$ cat src/rtl/ps2_pkg.sv
// ps2_pkg: shared states, frame constants and parity helper for the PS/2 transmitter
package ps2_pkg;
  typedef enum logic [2:0] {IDLE, INHIBIT, START, SHIFT, ACK, WAIT_IDLE, DONE} ps2_state_t;
  localparam int PS2_FRAME_BITS = 10;
  localparam int PS2_ACK_EDGE = 11;
  function automatic logic odd_parity(input logic [7:0] d);
    return ~^d;
  endfunction
endpackage

$ cat src/rtl/ps2_line_filter.sv
// ps2_line_filter: 2-FF synchronizer plus a stable-level filter for one PS/2 line
module ps2_line_filter #(
  parameter int FILTER_CYCLES = 19
) (
  input  logic clk,
  input  logic rstn,
  input  logic din,
  output logic dout
);
  localparam int CW = $clog2(FILTER_CYCLES + 1);
  logic [1:0]    sync;
  logic [CW-1:0] cnt;
  always_ff @(posedge clk or negedge rstn)
    if (!rstn) begin
      sync <= 2'b11;
      cnt  <= '0;
      dout <= 1'b1;
    end else begin
      sync <= {sync[0], din};
      if (sync[1] == dout) cnt <= '0;
      else if (cnt == CW'(FILTER_CYCLES - 1)) begin
        cnt  <= '0;
        dout <= sync[1];
      end else cnt <= cnt + 1'b1;
    end
endmodule

$ cat src/rtl/ps2_transmitter.sv
// ps2_transmitter: host-to-device PS/2 command sender; define PS2_TX_ACK_CHECK_EN to check the device ACK bit
module ps2_transmitter
  import ps2_pkg::*;
#(
  parameter int INHIBIT_CYCLES = 10000,
  parameter int TIMEOUT_CYCLES = 2000000,
  parameter int FILTER_CYCLES  = 19
) (
  input  logic       clk,
  input  logic       rstn,
  input  logic [7:0] tx_data,
  input  logic       tx_valid,
  output logic       tx_ready,
  output logic       tx_done,
  output logic       tx_err,
  output logic       busy,
  input  logic       kclk,
  input  logic       kdata,
  output logic       kclk_oe,
  output logic       kdata_oe
);
  localparam int CW = $clog2((INHIBIT_CYCLES > TIMEOUT_CYCLES ? INHIBIT_CYCLES : TIMEOUT_CYCLES) + 1);
`ifdef PS2_TX_ACK_CHECK_EN
  localparam ps2_state_t AFTER_STOP = ACK;
`else
  localparam ps2_state_t AFTER_STOP = WAIT_IDLE;
`endif
  ps2_state_t                state, state_n;
  logic [CW-1:0]             cnt;
  logic [3:0]                bit_cnt;
  logic [PS2_FRAME_BITS-1:0] frame;
  logic                      kclk_f, kdata_f, kclk_d, fall, tmo, fail, err_q;
  ps2_line_filter #(.FILTER_CYCLES(FILTER_CYCLES)) u_clk_filt (
    .clk(clk), .rstn(rstn), .din(kclk), .dout(kclk_f)
  );
  ps2_line_filter #(.FILTER_CYCLES(FILTER_CYCLES)) u_data_filt (
    .clk(clk), .rstn(rstn), .din(kdata), .dout(kdata_f)
  );
  assign fall     = kclk_d & ~kclk_f;
  assign tmo      = cnt == CW'(TIMEOUT_CYCLES - 1);
  assign tx_ready = state == IDLE;
  assign busy     = ~tx_ready;
  assign tx_done  = (state == DONE) & ~err_q;
  assign tx_err   = (state == DONE) & err_q;
  always_ff @(posedge clk or negedge rstn)
    if (!rstn) begin
      state   <= IDLE;
      cnt     <= '0;
      bit_cnt <= '0;
      frame   <= '1;
      err_q   <= 1'b0;
      kclk_d  <= 1'b1;
    end else begin
      state  <= state_n;
      err_q  <= fail;
      kclk_d <= kclk_f;
      cnt    <= (state == IDLE || state == START) ? '0 : cnt + 1'b1;
      if (tx_valid && tx_ready) begin
        frame   <= {1'b1, odd_parity(tx_data), tx_data};
        bit_cnt <= '0;
      end else if (state == SHIFT && fall) begin
        bit_cnt <= bit_cnt + 4'd1;
        // the first fall only ends the start bit; data[0] is already at frame[0]
        if (bit_cnt != 4'd0) frame <= {1'b1, frame[PS2_FRAME_BITS-1:1]};
      end
    end
  always_comb begin
    state_n  = state;
    fail     = 1'b0;
    kclk_oe  = 1'b0;
    kdata_oe = 1'b0;
    case (state)
      IDLE:    state_n = tx_valid ? INHIBIT : IDLE;
      INHIBIT: begin
        kclk_oe = 1'b1;
        state_n = (cnt == CW'(INHIBIT_CYCLES - 1)) ? START : INHIBIT;
      end
      START: begin
        kclk_oe  = 1'b1;
        kdata_oe = 1'b1;
        state_n  = SHIFT;
      end
      SHIFT: begin
        kdata_oe = (bit_cnt == 4'd0) | ~frame[0];
        fail     = tmo;
        state_n  = tmo ? DONE : (fall && bit_cnt == 4'(PS2_FRAME_BITS - 1)) ? AFTER_STOP : SHIFT;
      end
`ifdef PS2_TX_ACK_CHECK_EN
      ACK: begin
        fail    = tmo | (fall & bit_cnt == 4'(PS2_ACK_EDGE - 1) & kdata_f);
        state_n = fail ? DONE : fall ? WAIT_IDLE : ACK;
      end
`endif
      WAIT_IDLE: begin
        fail    = tmo;
        state_n = (tmo || (kclk_f && kdata_f)) ? DONE : WAIT_IDLE;
      end
      DONE:    state_n = IDLE;
      default: state_n = IDLE;
    endcase
  end
endmodule

$ cat config.mk
export PLATFORM = sky130hd
export DESIGN_NAME = ps2_transmitter
export DESIGN_NICKNAME = d
export VERILOG_FILES = /design/src/rtl/ps2_pkg.sv /design/src/rtl/ps2_line_filter.sv /design/src/rtl/ps2_transmitter.sv
export SDC_FILE = /design/constraint.sdc
export NUM_CORES = 1
export LEC_CHECK = 0
export CORE_MARGIN = 5
export CORE_UTILIZATION = 45
export CTS_BUF_LIST = sky130_fd_sc_hd__clkbuf_4
export CTS_CLUSTER_DIAMETER = 30
export DETAILED_ROUTE_END_ITERATION = 6
export GPL_ROUTABILITY_DRIVEN = 0
export HOLD_SLACK_MARGIN = 0.1
export PLACE_DENSITY = 0.63
export SLEW_MARGIN = 40
export SYNTH_ARGS = -nofsm -noshare
export SYNTH_HDL_FRONTEND = slang
export SYNTH_HIERARCHICAL = 1
export SYNTH_SLANG_ARGS = --single-unit
export TNS_END_PERCENT = 5
$ cat constraint.sdc
create_clock -name clk -period 1.7 [get_ports clk]
set_input_delay 0.34 -clock clk [delete_from_list [all_inputs] [get_ports clk]]
set_output_delay 0.34 -clock clk [all_outputs]
set_load 0.02 [all_outputs]
==> results_dict.tcl <==
set metrics [dict create \
    status "finished with violations" \
    violations "setup timing" \
    crit_arrival_ns 1.70 \
    postPlaceCellArea_mm2 0.00346 \
    synth_top_area_cell "dfrtp_1" \
    p_int_mw 2.32 \
    final_cells 421 \
    synth_fp_nets 302 \
    drv_cap 0 \
    hp-start "kdata" \
    post-place-ws_ns -0.501 \
    swShare_pct 26.1 \
    seq_area_frac_synth_pct 48.4 \
    ios 19 \
    slew_headroom_pct 69.9 \
    antenna_left 0 \
    postSynthCellCount 281 \
    fin_setup_tns_ns -1.50 \
    seq_area_mm2 0.00140 \
    cp-startpoint "bit_cnt[1]$_DFFE_PN0P_" \
    hold_violations 0 \
    synth_top_area_share_pct 33.8 \
    via_count 2217 \
    slew_violations 0 \
    fp.dieW_um 90.1 \
    setup_ws_ns -0.339 \
    syn_area_mm2 0.00288 \
    drt_iter0_markers 121 \
    track_usage_pct 14.9 \
    routed_via_density 5.27 \
    power_density_mw_per_mm2 847 \
    finalPower_mw 3.14 \
    placement.io_buffers 18 \
    power.switching_mw 0.817 \
    synth.distinct_cells 56 \
    worst-path-max-fanout 2 \
    post-route-min-period_ns 2.04 \
    ys_top_cells_by_area "dfrtp_1 (34%), dfstp_2 (15%), xnor2_1 (5.8%)" \
    utilization_pct 59.0 \
    drc 0 \
    path_clk_slew_ns 0.15 \
    nFillCells 554 \
    end_kind "output pin" \
    cts_tree "built" \
    cts_buffers 5 \
    first_pass_iters 4 \
    die_area_mm2 0.00811 \
    final_nets 364 \
    slowest_delay_ns 0.42 \
    cp_num_buf_inv 2 \
    multi_input_area_mm2 0.00151 \
    path_delay_family "flip-flops" \
    cts-root-buf "clkbuf_4" \
    coreArea_mm2 0.00628 \
    clock_latency_ns 0.37 \
    cp-start-kind "register" \
    area_growth_pct 28.4 \
    h-tree-depth 2 \
    power_frac_comb_pct 18.4 \
    finalClockSkew_ns 0.00811 \
    crit_required_ns 1.36 \
    setup_viol 13 \
    power_frac_clock_pct 27.9 \
    fp-row-count 29 \
    yosys_warnings 6 \
    initial_utilization_pct 45.9 \
    grt_pass1_vias 2239 \
    antenna_found_initial 0 \
    place_hpwl_um 4200 \
    path_cells "inv_2 > ha_4 > or3b_4 > a31oi_4 > buf_6" \
    ctsLongestPathBuffers 2 \
    finalCritPeriodShare_pct 120 \
    dp_cells 410 \
    irDropWorstVdd_v 0.000776 \
    grt_pass1_wl_um 10200 \
    fin_area_mm2 0.00370 \
    diodes 0 \
    p_leak_nw 1.56 \
    p_seq_share_pct 53.6 \
    syn_avg_cell_area_um2 10.3 \
    grt_start_max_net_pins 36 \
    grt.overflow.total 0 \
    hold-worst-slack_ns 0.358 \
    crit_type "register to output pin" \
    regToRegStartpoint "bit_cnt[1]$_DFFE_PN0P_" \
    max_clock_freq_mhz 491 \
    ys_ff_latch 55 \
    routed_wirelength_um 5840 \
    cts_sinks 55 \
    tightest_slew_ns 0.451 \
    grt_setup_unrepaired "yes" \
    die_h_um 90.1 \
    cp_slowest_cell "dfrtp_1" \
    hp-class "input pin to register" \
    drive_above_1_share_pct 32.3 \
    wl_per_cell_um 13.9 \
]
path summary, 6_finish.rpt:
path                                            endpoint  slack (ns)  cells past startpoint
max in group asynchronous           frame[2]$_DFFE_PN1P_        0.82                      3
setup reg to reg                    frame[2]$_DFFE_PN1P_       -0.15                      9
min in group asynchronous   u_data_filt/cnt[0]$_DFF_PN0_        0.46                      3
hold reg to reg             u_clk_filt/sync[1]$_DFF_PN1_        0.37                      0
setup / recovery                                kdata_oe       -0.34                      5
hold / removal             u_data_filt/sync[0]$_DFF_PN1_        0.36                      1
routing by layer:
layer / routed length, um / GRT usage, % / share of wire [%]
met1: 2810 / 19.7 / 48
met2: 2780 / 24.5 / 48
met3: 203 / 3.42 / 3.5
met4: 48 / 4.47 / 0.82
met5: 0 / 0 / 0
power groups by stage:
stage / clock network, mW / logic (mW) / registers (mW)
2_1_floorplan: 0 / 0.319 / 1.66
3_3_place_gp: 0 / 0.514 / 1.68
3_5_place_dp: 0 / 0.527 / 1.68
4_1_cts: 0.908 / 0.563 / 1.67
5_1_grt: 0.972 / 0.654 / 1.71
6_report: 0.876 / 0.578 / 1.68
cell type report:
class / count / share of cell area (%)
multi-input cells: 207 / 40.9
well taps: 77 / 2.60
clock buffers: 6 / 1.22
clock inverters: 2 / 1.62
inverters: 9 / 0.912
repair buffers: 65 / 14.9
flip-flops and latches: 55 / 37.9
state kept, by name, summed over array words and instances (netlist names):
register and flops:
bit_cnt 4, err_q 1, u_clk_filt/sync 2, u_clk_filt/dout 1, kclk_d 1, u_data_filt/cnt 5, u_data_filt/dout 1, u_data_filt/sync 2
cnt 21, state 3, u_clk_filt/cnt 5, frame 9
layout by cell type (no fill, tap or decap), types with 5 or more instances in the layout:
cell type / Yosys / layout
buf_4: 1 / 43
dfrtp_1: 39 / 34
nor2_1: 32 / 32
nand2_1: 24 / 23
xnor2_1: 19 / 19
dfstp_2: 16 / 16
nand3_1: 12 / 12
a21oi_1: 11 / 11
clkdlybuf4s50_1: 0 / 11
xor2_1: 9 / 9
mux2i_1: 8 / 8
o21ai_0: 13 / 7
nor3_1: 8 / 7
buf_6: 0 / 7
inv_1: 9 / 6
ha_1: 8 / 6
clkbuf_4: 0 / 6
nor2b_1: 6 / 5
o31ai_1: 5 / 5
or4_1: 5 / 5
o21ai_1: 0 / 5
dfrtp_2: 0 / 5
Yosys cell counts, drive strengths merged:
master and count:
nand3 14, mux2 3, or3 3, nand2b 1, o211ai 1, dfrtp 39, o21ai 13, or2 2
xor2 9, and3 2, o21a 1, o2111ai 1, a31oi 4, a41oi 2, nor3b 1, xnor2 19
nor4 5, clkbuf 5, and3b 1, or4 6, nor4b 2, or3b 1, inv 9, and4 2
nor3 8, a311o 1, nand4b 2, dfstp 16, nand4 4, and2 1, o31ai 7, a21o 1
nand2 24, mux2i 8, a21oi 11, a41o 1, nor2 32, ha 8, nor2b 6, buf 5
worst reg2reg max path, cell delays in order, from the launching register on:
cell     delay (ns)
dfrtp_1        0.42
inv_2          0.09
ha_4           0.13
or3b_4         0.38
buf_4          0.14
buf_4          0.13
a41oi_4        0.20
buf_6          0.16
nand2_1        0.05
o21ai_1        0.08
cell families (layout without fill, tap and decap cells):
kind of cell | after synthesis | after routing | share of synthesized area (%)
DFF | 55 | 55 | 48.4
AOI/OAI and AO/OA | 43 | 43 | 9.85
xor gates and xnor gates | 28 | 28 | 8.50
buffers and inverters | 19 | 82 | 2.82
and+or+nand+nor | 117 | 117 | 23.0
muxes | 11 | 11 | 3.95
adders and majority gates | 8 | 8 | 3.47
what timing repair did:
action	4_1_cts	5_1_grt
pin swaps	5	2
hold endpoints to repair	39	0
resized for setup	51	19
buffers inserted	2	0
hold buffers	1	0
endpoints found under the setup margin	18	23
No activity file was read; power rests on OpenSTA's default activity.
